## config.mk

```make
export PLATFORM = sky130hd
export DESIGN_NAME = axi_stream_master
export DESIGN_NICKNAME = d
export VERILOG_FILES = /design/src/rtl/axis_master_pkg.sv /design/src/rtl/axis_pattern_gen.sv /design/src/rtl/axi_stream_master.sv
export SDC_FILE = /design/constraint.sdc
export NUM_CORES = 1
export LEC_CHECK = 0
export CAP_MARGIN = 20
export CORE_ASPECT_RATIO = 0.9
export CORE_MARGIN = 3
export CORE_UTILIZATION = 44
export CTS_CLUSTER_SIZE = 28
export DETAILED_ROUTE_END_ITERATION = 12
export GPL_ROUTABILITY_DRIVEN = 0
export PLACE_DENSITY = 0.6
export SETUP_SLACK_MARGIN = 0.05
export SYNTH_ARGS = -nofsm -noshare
export SYNTH_HDL_FRONTEND = slang
export SYNTH_HIERARCHICAL = 1
export SYNTH_SLANG_ARGS = --single-unit
export TNS_END_PERCENT = 30
```

## constraint.sdc

```tcl
create_clock -name clk -period 3.8 [get_ports clk]
set_clock_uncertainty 0.05 [all_clocks]
set_input_delay 0.76 -clock clk [delete_from_list [all_inputs] [get_ports clk]]
set_output_delay 0.76 -clock clk [all_outputs]
set_load 0.01 [all_outputs]
```

## src/rtl/axis_master_pkg.sv

```systemverilog
// Shared constants and types for the AXI4-Stream pattern source.
// Holds defaults, LFSR tap table and the beat framing tag.
package axis_master_pkg;

  localparam int AXIS_DATA_WIDTH  = 32;
  localparam int AXIS_LINE_LEN    = 8;
  localparam int AXIS_FRAME_LINES = 4;
  localparam int AXIS_FIFO_DEPTH  = 4;

  // Framing bits carried next to the payload of every beat.
  typedef struct packed {
    logic last;
    logic user;
  } beat_tag_t;

  // Galois right-shift feedback mask for a maximal-length LFSR.
  function automatic logic [63:0] lfsr_taps(input int width);
    logic [63:0] t;
    case (width)
      2:  t = 64'h3;
      3:  t = 64'h6;
      4:  t = 64'hC;
      5:  t = 64'h14;
      6:  t = 64'h30;
      7:  t = 64'h60;
      8:  t = 64'hB8;
      9:  t = 64'h110;
      10: t = 64'h240;
      11: t = 64'h500;
      12: t = 64'h829;
      13: t = 64'h100D;
      14: t = 64'h2015;
      15: t = 64'h6000;
      16: t = 64'hD008;
      17: t = 64'h12000;
      18: t = 64'h20400;
      19: t = 64'h40023;
      20: t = 64'h90000;
      21: t = 64'h140000;
      22: t = 64'h300000;
      23: t = 64'h420000;
      24: t = 64'hE10000;
      25: t = 64'h1200000;
      26: t = 64'h2000023;
      27: t = 64'h4000013;
      28: t = 64'h9000000;
      29: t = 64'h14000000;
      30: t = 64'h20000029;
      31: t = 64'h48000000;
      32: t = 64'h80200003;
      default: t = 64'h0;
    endcase
    return t;
  endfunction

endpackage

```

## src/rtl/axis_pattern_gen.sv

```systemverilog
// Framed beat generator: data counter plus beat/line position.
// AXIS_MASTER_LFSR_EN switches the data counter to a Galois LFSR.
module axis_pattern_gen
  import axis_master_pkg::*;
#(
  parameter int DATA_WIDTH  = AXIS_DATA_WIDTH,
  parameter int LINE_LEN    = AXIS_LINE_LEN,
  parameter int FRAME_LINES = AXIS_FRAME_LINES,
  parameter logic [DATA_WIDTH-1:0] INIT_VALUE = '0
) (
  input  logic                  clk,
  input  logic                  rst_n,
  input  logic                  ready,
  output logic [DATA_WIDTH-1:0] data,
  output beat_tag_t             tag
);

  localparam int BW = (LINE_LEN > 1) ? $clog2(LINE_LEN) : 1;
  localparam int LW = (FRAME_LINES > 1) ? $clog2(FRAME_LINES) : 1;
  localparam logic [BW-1:0] B_LAST = BW'(LINE_LEN - 1);
  localparam logic [LW-1:0] L_LAST = LW'(FRAME_LINES - 1);

  logic [DATA_WIDTH-1:0] d;
  logic [DATA_WIDTH-1:0] d_next;
  logic [BW-1:0]         beat;
  logic [LW-1:0]         line;

`ifdef AXIS_MASTER_LFSR_EN
  localparam logic [63:0] TAPS_ALL = lfsr_taps(DATA_WIDTH);
  localparam logic [DATA_WIDTH-1:0] TAPS = TAPS_ALL[DATA_WIDTH-1:0];
  localparam logic [DATA_WIDTH-1:0] SEED =
    (INIT_VALUE == '0) ? DATA_WIDTH'(1) : INIT_VALUE;
  assign d_next = {1'b0, d[DATA_WIDTH-1:1]} ^ (d[0] ? TAPS : '0);
`else
  localparam logic [DATA_WIDTH-1:0] SEED = INIT_VALUE;
  assign d_next = d + DATA_WIDTH'(1);
`endif

  assign data     = d;
  assign tag.last = (beat == B_LAST);
  assign tag.user = (beat == '0) && (line == '0);

  // Advance data and position whenever the FIFO takes the beat.
  always_ff @(posedge clk) begin
    if (rst_n) begin
      d    <= SEED;
      beat <= '0;
      line <= '0;
    end else if (ready) begin
      d <= d_next;
      if (beat == B_LAST) begin
        beat <= '0;
        line <= (line == L_LAST) ? '0 : line + LW'(1);
      end else begin
        beat <= beat + BW'(1);
      end
    end
  end

endmodule

```

## src/rtl/axi_stream_master.sv

```systemverilog
// AXI4-Stream source: pattern generator feeding a fall-through FIFO.
// Build option AXIS_MASTER_LFSR_EN selects LFSR payload data.
module axi_stream_master
  import axis_master_pkg::*;
#(
  parameter int DATA_WIDTH  = AXIS_DATA_WIDTH,
  parameter int LINE_LEN    = AXIS_LINE_LEN,
  parameter int FRAME_LINES = AXIS_FRAME_LINES,
  parameter int FIFO_DEPTH  = AXIS_FIFO_DEPTH,
  parameter logic [DATA_WIDTH-1:0] INIT_VALUE = '0
) (
  input  logic                  clk,
  input  logic                  rst_n,
  output logic [DATA_WIDTH-1:0] m_axis_tdata,
  output logic                  m_axis_tvalid,
  input  logic                  m_axis_tready,
  output logic                  m_axis_tlast,
  output logic                  m_axis_tuser
);

  localparam int AW = $clog2(FIFO_DEPTH);

  typedef struct packed {
    logic [DATA_WIDTH-1:0] data;
    beat_tag_t             tag;
  } beat_t;

  beat_t       mem [FIFO_DEPTH];
  beat_t       gen_beat;
  beat_t       head;
  logic [AW:0] wr_ptr;
  logic [AW:0] rd_ptr;
  logic        empty;
  logic        full;
  logic        push;
  logic        pop;

  axis_pattern_gen #(
    .DATA_WIDTH (DATA_WIDTH),
    .LINE_LEN   (LINE_LEN),
    .FRAME_LINES(FRAME_LINES),
    .INIT_VALUE (INIT_VALUE)
  ) u_gen (
    .clk  (clk),
    .rst_n(rst_n),
    .ready(push),
    .data (gen_beat.data),
    .tag  (gen_beat.tag)
  );

  assign empty = (wr_ptr == rd_ptr);
  assign full  = (wr_ptr[AW] != rd_ptr[AW]) &&
                 (wr_ptr[AW-1:0] == rd_ptr[AW-1:0]);
  assign pop   = !empty && m_axis_tready;
  assign push  = !full || pop;
  assign head  = mem[rd_ptr[AW-1:0]];

  assign m_axis_tvalid = !empty;
  assign m_axis_tdata  = empty ? '0 : head.data;
  assign m_axis_tlast  = !empty && head.tag.last;
  assign m_axis_tuser  = !empty && head.tag.user;

  // Storage needs no reset: contents are masked while empty.
  always_ff @(posedge clk) begin
    if (push) mem[wr_ptr[AW-1:0]] <= gen_beat;
  end

  // Pointer update; a pop frees the slot a same-cycle push uses.
  always_ff @(posedge clk) begin
    if (rst_n) begin
      wr_ptr <= '0;
      rd_ptr <= '0;
    end else begin
      if (push) wr_ptr <= wr_ptr + (AW+1)'(1);
      if (pop)  rd_ptr <= rd_ptr + (AW+1)'(1);
    end
  end

endmodule

```

==> results of run 1 <==
[flip-flops by register name, summed over array words and instances (netlist names), named ones only]
name	cells
mem	136
rd_ptr	3
u_gen/line	2
u_gen/beat	3
wr_ptr	3
u_gen/data	32
[stage by stage]
stage / instance area (um^2) / setup WS [ns] / hold slack [ns] / power (uW)
floorplan: 7450 / 0.582 / 0.403 / 3090
global placement: 8120 / 0.421 / 0.415 / 3590
detailed placement: 8150 / 0.326 / 0.426 / 3620
CTS: 8710 / 0.509 / 0.436 / 5260
global route: 8710 / 0.373 / 0.470 / 5430
finish: 8710 / 0.550 / 0.436 / 5170
[path summary, 6_finish.rpt]
check                                                start                           to  slack [ns]  depth (start not counted)
worst max-delay path                wr_ptr[0]$_SDFFE_PP0P_             m_axis_tdata[31]        0.55                          5
worst min-delay path            u_gen/line[1]$_SDFFE_PP0P_   u_gen/line[1]$_SDFFE_PP0P_        0.44                          2
worst max register to register      wr_ptr[0]$_SDFFE_PP0P_  u_gen/data[31]$_SDFFE_PP0P_        0.91                          7
worst min register to register  u_gen/line[1]$_SDFFE_PP0P_   u_gen/line[1]$_SDFFE_PP0P_        0.44                          2
[power breakdown]
part           internal [uW]  switching, uW
Combinational            651            561
Sequential              2290           57.7
Clock                    877            741
[worst max-delay path, stage by stage (launching register included)]
cell and delay [ns]:
dfxtp_1 0.45, xor2_2 0.46, nor3_4 0.14, buf_4 0.24, nor2b_1 0.16, clkdlybuf4s50_1 0.56
[area by class of cell]
class	count	area, um^2	share of cell area
flip-flops and latches	181	4990	0.573
clock inverters	13	101	0.0116
repair buffers	51	533	0.0612
inverters	16	60.1	0.00690
clock buffers	19	453	0.0520
well taps	207	259	0.0297
multi-input cells	263	2310	0.266
[kinds of logic (layout without fill, tap and decap cells)]
logic type	after synthesis	count (layout)
flops	181	181
simple gates	147	147
compound gates	49	49
mux	44	44
buf+inv	38	99
xor+xnor	12	12
fa+ha+maj	11	11
[per-layer routing]
layer | routed length [um] | global-route usage | vias to the layer above
li1 | - | - | 1956
met4 | 107 | 0.0447 | 0
met3 | 484 | 0.0450 | 7
met5 | 0 | 0 | -
met2 | 6810 | 0.264 | 71
met1 | 6460 | 0.222 | 2079
[cells in the mapped netlist (3+ instances only)]
cell type  count
mux4_2        34
mux2i_1        6
mux2_2         3
nand2_1       18
nand2b_1       6
clkbuf_1      12
nand4_1        8
o31ai_1       11
nand3_1       10
edfxtp_1     136
nor3_1         3
nor4_1         4
ha_1          11
xor2_1         5
buf_2          9
o21ai_0        9
and3_1         3
nor2_1        21
and2b_1        3
nor2b_1       38
or4_1         15
xor2_2         3
inv_1         16
or3_1          8
dfxtp_1       45
a21oi_1       23
xnor2_1        4
[placed cells by master, fill, tap and decap left out, types with 3 or more instances in the layout]
master           netlist  final
xor2_1                 5      5
ha_1                  11     11
xnor2_1                4      4
clkdlybuf4s50_1        0     37
inv_1                 16     16
o21ai_0                9      9
dfxtp_1               45     44
clkbuf_16              0     17
nand4_1                8      8
clkinv_4               0      5
buf_12                 0      3
nor4_1                 4      4
nor2b_1               38     37
or3_1                  8      8
nand3_1               10     10
or4_1                 15     15
edfxtp_1             136    136
a21oi_1               23     23
xor2_2                 3      3
mux2i_1                6      6
nand2b_1               6      6
clkinvlp_4             0      4
and3_1                 3      3
nor2_1                21     21
o31ai_1               11     11
nor3_1                 3      3
nand2_1               18     18
mux2_2                 3      3
buf_4                  0     10
mux4_2                34     34
and2b_1                3      3
==> flow_metrics.env, run 1 <==
export IMPL_synth_edff_count=136
export IMPL_slew_limit_headroom=0.344
export IMPL_hp_class="reg -> reg"
export IMPL_stdcell_count=750
export IMPL_cp_end_kind="primary output"
export IMPL_period_share=0.855
export IMPL_utilization=0.533
export IMPL_slew_violations=0
export IMPL_grt_pass1_wl_um=23000
export IMPL_synth_top_area_share=0.548
export IMPL_clock_latency_ns=0.43
export IMPL_clk_path_buf_depth=2
export IMPL_min_period_ns=3.25
export IMPL_die_x_um=143
export IMPL_tightest_slew_ns=0.984
export IMPL_power_density_nw_per_um2=594
export IMPL_yosys_warnings=6
export IMPL_via_count=4113
export IMPL_synthDistinctLibCells=41
export IMPL_cts_inserted_buffers=17
export IMPL_ctsResizeCount=0
export IMPL_dr_pass1_iters=4
export IMPL_status="completed"
export IMPL_ctsRootBufferMaster="clkbuf_16"
export IMPL_p_leak_uw=0.00293
export IMPL_start_util=0.455
export IMPL_die_area_um2=18500
export IMPL_grt_overflow=0
export IMPL_yosys_area_share_simple=0.118
export IMPL_fill_cells=1336
export IMPL_die_h_um=129
export IMPL_cts_hold_buf=0
export IMPL_h_tree_depth=4
export IMPL_wl_per_cell_um=18.5
export IMPL_fin_nets=544
export IMPL_grt_pass1_vias=4313
export IMPL_yosys_area_top_type="edfxtp_1"
export IMPL_setup_violations=0
export IMPL_avgSynthCellArea_um2=15.5
export IMPL_row_count=44
export IMPL_routed_wl_um=13900
export IMPL_antenna_cells=0
export IMPL_crit_type="reg -> out"
export IMPL_grt_total_usage=0.164
export IMPL_ys_ff_latch=181
export IMPL_fmax_mhz=308
export IMPL_route_detailed_drc=0
export IMPL_synth_top_cells_by_area="edfxtp_1, dfxtp_1, mux4_2"
export IMPL_layout_drive_gt1_share=0.173
export IMPL_yosys_most_used_dff="edfxtp_1"
export IMPL_muxShareOfSynthArea=0.117
export IMPL_viasPerCell=5.48
export IMPL_cts_sinks=181
export IMPL_crit_arrival_ns=2.44
export IMPL_dp_hpwl_um=8810
export IMPL_synth_top_family_by_area="simple AND/OR/NAND/NOR gates"
export IMPL_post_cts_buffers=1
export IMPL_core_um2=16400
export IMPL_required_ns=2.99
export IMPL_vdd_drop_max_mv=0.349
export IMPL_critPathLaunchType="flip-flop"
export IMPL_syn_inst=482
export IMPL_dpl_cell_count=717
export IMPL_synth_xor_area_frac=0.0171
export IMPL_cts_tree="built"
export IMPL_finalSetupTns_ns=0
export IMPL_grt_max_degree=29
export IMPL_drv_cap=0
export IMPL_grt_setup_unrepaired="no"
export IMPL_hold_viol=0
export IMPL_ys_async_sr_fraction=0
export IMPL_final_antenna_net_count=0
export IMPL_worstPathMaxFanout=17
export IMPL_antenna_found_initial=0
export IMPL_portBuffers=37
export IMPL_syn_area_um2=7450
export IMPL_synthAdderAreaFrac=0.0185
export IMPL_yosysSeqAreaShare=0.669
export IMPL_first_iter_violations=262
export IMPL_syn_nets=496
export IMPL_syn_to_final_growth_pct=16.9
export IMPL_pin_count=38
export IMPL_synth_compound_area_frac=0.0388
export IMPL_clkTransAtPathRegs_ns=0.07
No activity file was read; power rests on OpenSTA's default activity.
==> inputs of run 2 (changes only) <==
- SLEW_MARGIN: default -> 20
- clock period: 3.8 -> 3.32 ns (I/O delays scaled with it)
==> run 2 against run 1 <==
  * Die area stayed put
  * Non-clock buffer count is 6 higher
  * Critical path depth stayed put
  * First-iteration DRC count is 13% higher
  * Critical path type unchanged
==> flow_metrics.env, run 2 (synthesized netlist as in run 1, its figures left out) <==
export IMPL_layout_drive_gt1_share=0.175
export IMPL_final_antenna_net_count=0
export IMPL_grt_setup_unrepaired="no"
export IMPL_min_period_ns=3.08
export IMPL_drv_cap=0
export IMPL_die_area_um2=18500
export IMPL_worstPathMaxFanout=16
export IMPL_antenna_found_initial=0
export IMPL_power_density_nw_per_um2=700
export IMPL_cts_hold_buf=0
export IMPL_cts_tree="built"
export IMPL_status="completed"
export IMPL_dp_hpwl_um=8520
export IMPL_core_um2=16400
export IMPL_antenna_cells=0
export IMPL_pin_count=38
export IMPL_clkTransAtPathRegs_ns=0.06
export IMPL_largest_reg_flops=136
export IMPL_portBuffers=37
export IMPL_die_x_um=143
export IMPL_setup_violations=0
export IMPL_cts_sinks=181
export IMPL_cts_inserted_buffers=17
export IMPL_cp_end_kind="primary output"
export IMPL_slew_limit_headroom=0.570
export IMPL_slew_violations=0
export IMPL_clk_path_buf_depth=2
export IMPL_vdd_drop_max_mv=0.364
export IMPL_layout_common_cells="edfxtp_1, dfxtp_1, nor2b_1, clkdlybuf4s50_1, mux4_2"
export IMPL_critPathLaunchType="flip-flop"
export IMPL_start_util=0.455
export IMPL_via_count=4193
export IMPL_viasPerCell=5.55
export IMPL_h_tree_depth=4
export IMPL_grt_pass1_wl_um=22500
export IMPL_row_count=44
export IMPL_post_dp_cell_area_um2=8160
export IMPL_grt_overflow=0
export IMPL_grt_total_usage=0.161
export IMPL_crit_arrival_ns=2.37
export IMPL_dr_pass1_iters=5
export IMPL_die_h_um=129
export IMPL_fmax_mhz=325
export IMPL_routed_wl_um=14000
export IMPL_finalSetupTns_ns=0
export IMPL_p_leak_uw=0.00299
export IMPL_ctsRootBufferMaster="clkbuf_16"
export IMPL_route_detailed_drc=0
export IMPL_hp_class="reg -> reg"
export IMPL_power_uw=6150
export IMPL_tightest_slew_ns=0.644
export IMPL_fin_nets=550
export IMPL_hold_viol=0
export IMPL_grt_max_degree=35
export IMPL_stdcell_area_um2=8780
export IMPL_period_share=0.928
export IMPL_clock_latency_ns=0.42
export IMPL_final_common_cell="edfxtp_1"
export IMPL_wl_per_cell_um=18.5
export IMPL_required_ns=2.61
export IMPL_first_iter_violations=295
export IMPL_grt_pass1_vias=4098
export IMPL_syn_to_final_growth_pct=18.0
export IMPL_crit_type="reg -> out"
==> run 2: metrics by stage <==
step           utilization  cells  hold WS, ns  setup WS [ns]
3_3_place_gp         0.499    723        0.415          0.263
5_1_grt              0.537    756        0.459         0.0794
3_5_place_dp         0.499    723        0.425          0.174
2_1_floorplan            -    482        0.403          0.198
4_1_cts              0.537    756        0.437          0.112
6_report             0.537    756        0.431          0.239
==> run 2: cell type report <==
cell class | count | area (um^2)
clock buffer | 21 | 450
clock inverter | 11 | 158
fill | 1321 | 7570
inverter | 16 | 60.1
multi-input combinational | 263 | 2330
sequential | 181 | 4990
tap | 207 | 259
timing repair buffer | 57 | 546
==> run 2: per-layer routing <==
metal  global-route usage  vias to the layer above  wire, um
met5                    0                        -         0
met4               0.0520                        0       194
met3               0.0424                       17       459
met2                0.258                       69      6760
met1                0.218                     2142      6550
li1                     -                     1965         -
==> run 2: worst paths after layout <==
check	from	endpoint	slack, ns	depth (start not counted)
worst max-delay path	rd_ptr[0]$_SDFFE_PP0P_	m_axis_tdata[12]	0.24	5
worst min register to register	u_gen/line[1]$_SDFFE_PP0P_	u_gen/line[1]$_SDFFE_PP0P_	0.43	2
worst min-delay path	u_gen/line[1]$_SDFFE_PP0P_	u_gen/line[1]$_SDFFE_PP0P_	0.43	2
worst max register to register	rd_ptr[0]$_SDFFE_PP0P_	u_gen/data[23]$_SDFFE_PP0P_	0.56	7
==> run 2: worst max-delay path: stages, from the launching register on <==
cell             delay (ns)
dfxtp_1                0.49
xor2_4                 0.35
nor3_4                 0.12
buf_4                  0.23
nor2b_1                0.18
clkdlybuf4s50_1        0.56
==> run 2: what timing repair did <==
item,in CTS,in global routing
endpoints found under the setup margin,26,6
buffers inserted,1,0
pin swaps,1,0
resized for setup,0,1
==> run 2: power by group <==
part	total [uW]	internal (uW)	switching, uW	leakage (uW)
Sequential	2680	2620	66.3	0.00173
Combinational	1400	752	646	0.000955
Clock	2070	1270	795	0.000302
==> inputs of run 3 (changes only) <==
- REMOVE_ABC_BUFFERS: default -> 1
==> run 3 against run 2 <==
  * Wire length up 0.42%
  * Critical path type unchanged
  * Non-clock buffer count shrank 4
  * Largest cell class unchanged
  * Clock power shrank 10%
  * Final cell count shrank 0.53%
  * Critical path depth unchanged
  * Register-to-register slack got worse by 0.08 ns
  * Sequential cell count did not move
==> flow_metrics.env, run 3 (synthesized netlist as in run 1, its figures left out) <==
export IMPL_cts_sinks=181
export IMPL_grt_total_usage=0.162
export IMPL_clock_latency_ns=0.42
export IMPL_first_iter_violations=214
export IMPL_max_stage_delay_ns=0.58
export IMPL_vdd_drop_max_mv=0.447
export IMPL_wl_per_cell_um=18.6
export IMPL_die_h_um=129
export IMPL_drv_cap=0
export IMPL_die_area_um2=18500
export IMPL_pin_count=38
export IMPL_grt_pass1_wl_um=22500
export IMPL_slew_violations=0
export IMPL_grt_pass1_vias=4206
export IMPL_portBuffers=37
export IMPL_crit_family="buffers and inverters"
export IMPL_layout_drive_gt1_share=0.169
export IMPL_fin_hold_ws_ns=0.441
export IMPL_clkTransAtPathRegs_ns=0.06
export IMPL_grt_overflow=0
export IMPL_antenna_cells=0
export IMPL_core_um2=16400
export IMPL_required_ns=2.61
export IMPL_hp_class="reg -> reg"
export IMPL_final_common_cell="edfxtp_1"
export IMPL_die_x_um=143
export IMPL_crit_type="reg -> out"
export IMPL_route_detailed_drc=0
export IMPL_ctsRootBufferMaster="clkbuf_16"
export IMPL_row_count=44
export IMPL_stdcell_count=752
export IMPL_power_density_nw_per_um2=684
export IMPL_h_tree_depth=4
export IMPL_worstPathMaxFanout=14
export IMPL_slowest_stage="clkdlybuf4s50_1"
export IMPL_finalSetupTns_ns=0
export IMPL_period_share=0.951
export IMPL_final_antenna_net_count=0
export IMPL_path_cells="xor2_4 -> nor3_4 -> buf_4 -> nor2b_1 -> clkdlybuf4s50_1"
export IMPL_viasPerCell=5.51
export IMPL_min_period_ns=3.16
export IMPL_via_count=4142
export IMPL_tightest_slew_ns=0.946
export IMPL_worst_path_buf_inv=2
export IMPL_antenna_found_initial=0
export IMPL_fin_nets=546
export IMPL_largest_reg_flops=136
export IMPL_slew_limit_headroom=0.369
export IMPL_reg2reg_depth=7
export IMPL_min_path_cells=2
export IMPL_grt_setup_unrepaired="no"
export IMPL_dr_pass1_iters=4
export IMPL_critical_path_depth=5
export IMPL_routed_wl_um=14000
export IMPL_status="completed"
export IMPL_grt_max_degree=51
export IMPL_crit_arrival_ns=2.44
export IMPL_hold_viol=0
export IMPL_dpl_cell_count=719
export IMPL_cts_hold_buf=0
export IMPL_syn_to_final_growth_pct=16.7
export IMPL_fmax_mhz=317
export IMPL_start_util=0.455
export IMPL_critPathLaunchType="flip-flop"
export IMPL_cts_inserted_buffers=17
export IMPL_p_leak_uw=0.00292
export IMPL_cts_tree="built"
export IMPL_dp_hpwl_um=8620
export IMPL_setup_violations=0
export IMPL_cp_end_kind="primary output"
export IMPL_clk_path_buf_depth=2
export IMPL_layout_common_cells="edfxtp_1, dfxtp_1, nor2b_1, clkdlybuf4s50_1, mux4_2"
## run 3: metal layers
metal | global-route usage | wire length [um] | part of all wire | vias up
li1 | - | - | - | 1955
met1 | 0.219 | 6590 | 0.47 | 2117
met2 | 0.260 | 6840 | 0.49 | 59
met3 | 0.0399 | 429 | 0.031 | 11
met4 | 0.0553 | 163 | 0.012 | 0
met5 | 0 | 0 | 0 | -
## run 3: stage by stage
stage / total power, uW / utilization / cell area (um^2) / setup slack (ns)
after detailed placement: 4140 / 0.496 / 8110 / 0.173
after CTS: 6030 / 0.530 / 8670 / 0.0691
after floorplan: 3510 / - / 7350 / 0.279
after global routing: 6220 / 0.531 / 8690 / 0.0804
final: 5940 / 0.531 / 8690 / 0.162
after global placement: 4110 / 0.496 / 8110 / 0.228
## run 3: area by class of cell
class,count,area [um^2]
Multi-Input combinational cell,263,2340
Inverter,16,60.1
Sequential cell,181,4990
Tap cell,207,259
Fill cell,1338,7660
Clock buffer,23,468
Clock inverter,9,80.1
Timing Repair Buffer,53,498
## run 3: path summary, 6_finish.rpt
kind | from | to | slack [ns]
hold reg to reg | u_gen/line[1]$_SDFFE_PP0P_ | u_gen/line[1]$_SDFFE_PP0P_ | 0.44
setup / recovery | wr_ptr[1]$_SDFFE_PP0P_ | m_axis_tdata[4] | 0.16
hold / removal | u_gen/line[1]$_SDFFE_PP0P_ | u_gen/line[1]$_SDFFE_PP0P_ | 0.44
setup reg to reg | rd_ptr[0]$_SDFFE_PP0P_ | u_gen/data[23]$_SDFFE_PP0P_ | 0.48
## run 3: timing repair
item | CTS | global route
gates resized for setup | 0 | 2
endpoints found under the setup margin | 21 | 15
buffers inserted | 1 | 0
pin swaps | 1 | 0
## run 3: tightest hold or removal path: stages (launching register included)
cell	delay, ns
dfxtp_1	0.33
nand2_1	0.06
a21oi_1	0.06
## run 3: power breakdown
part	internal [uW]	switching, uW
clock network	1070	793
logic	744	646
registers	2620	72.8
total	4430	1510
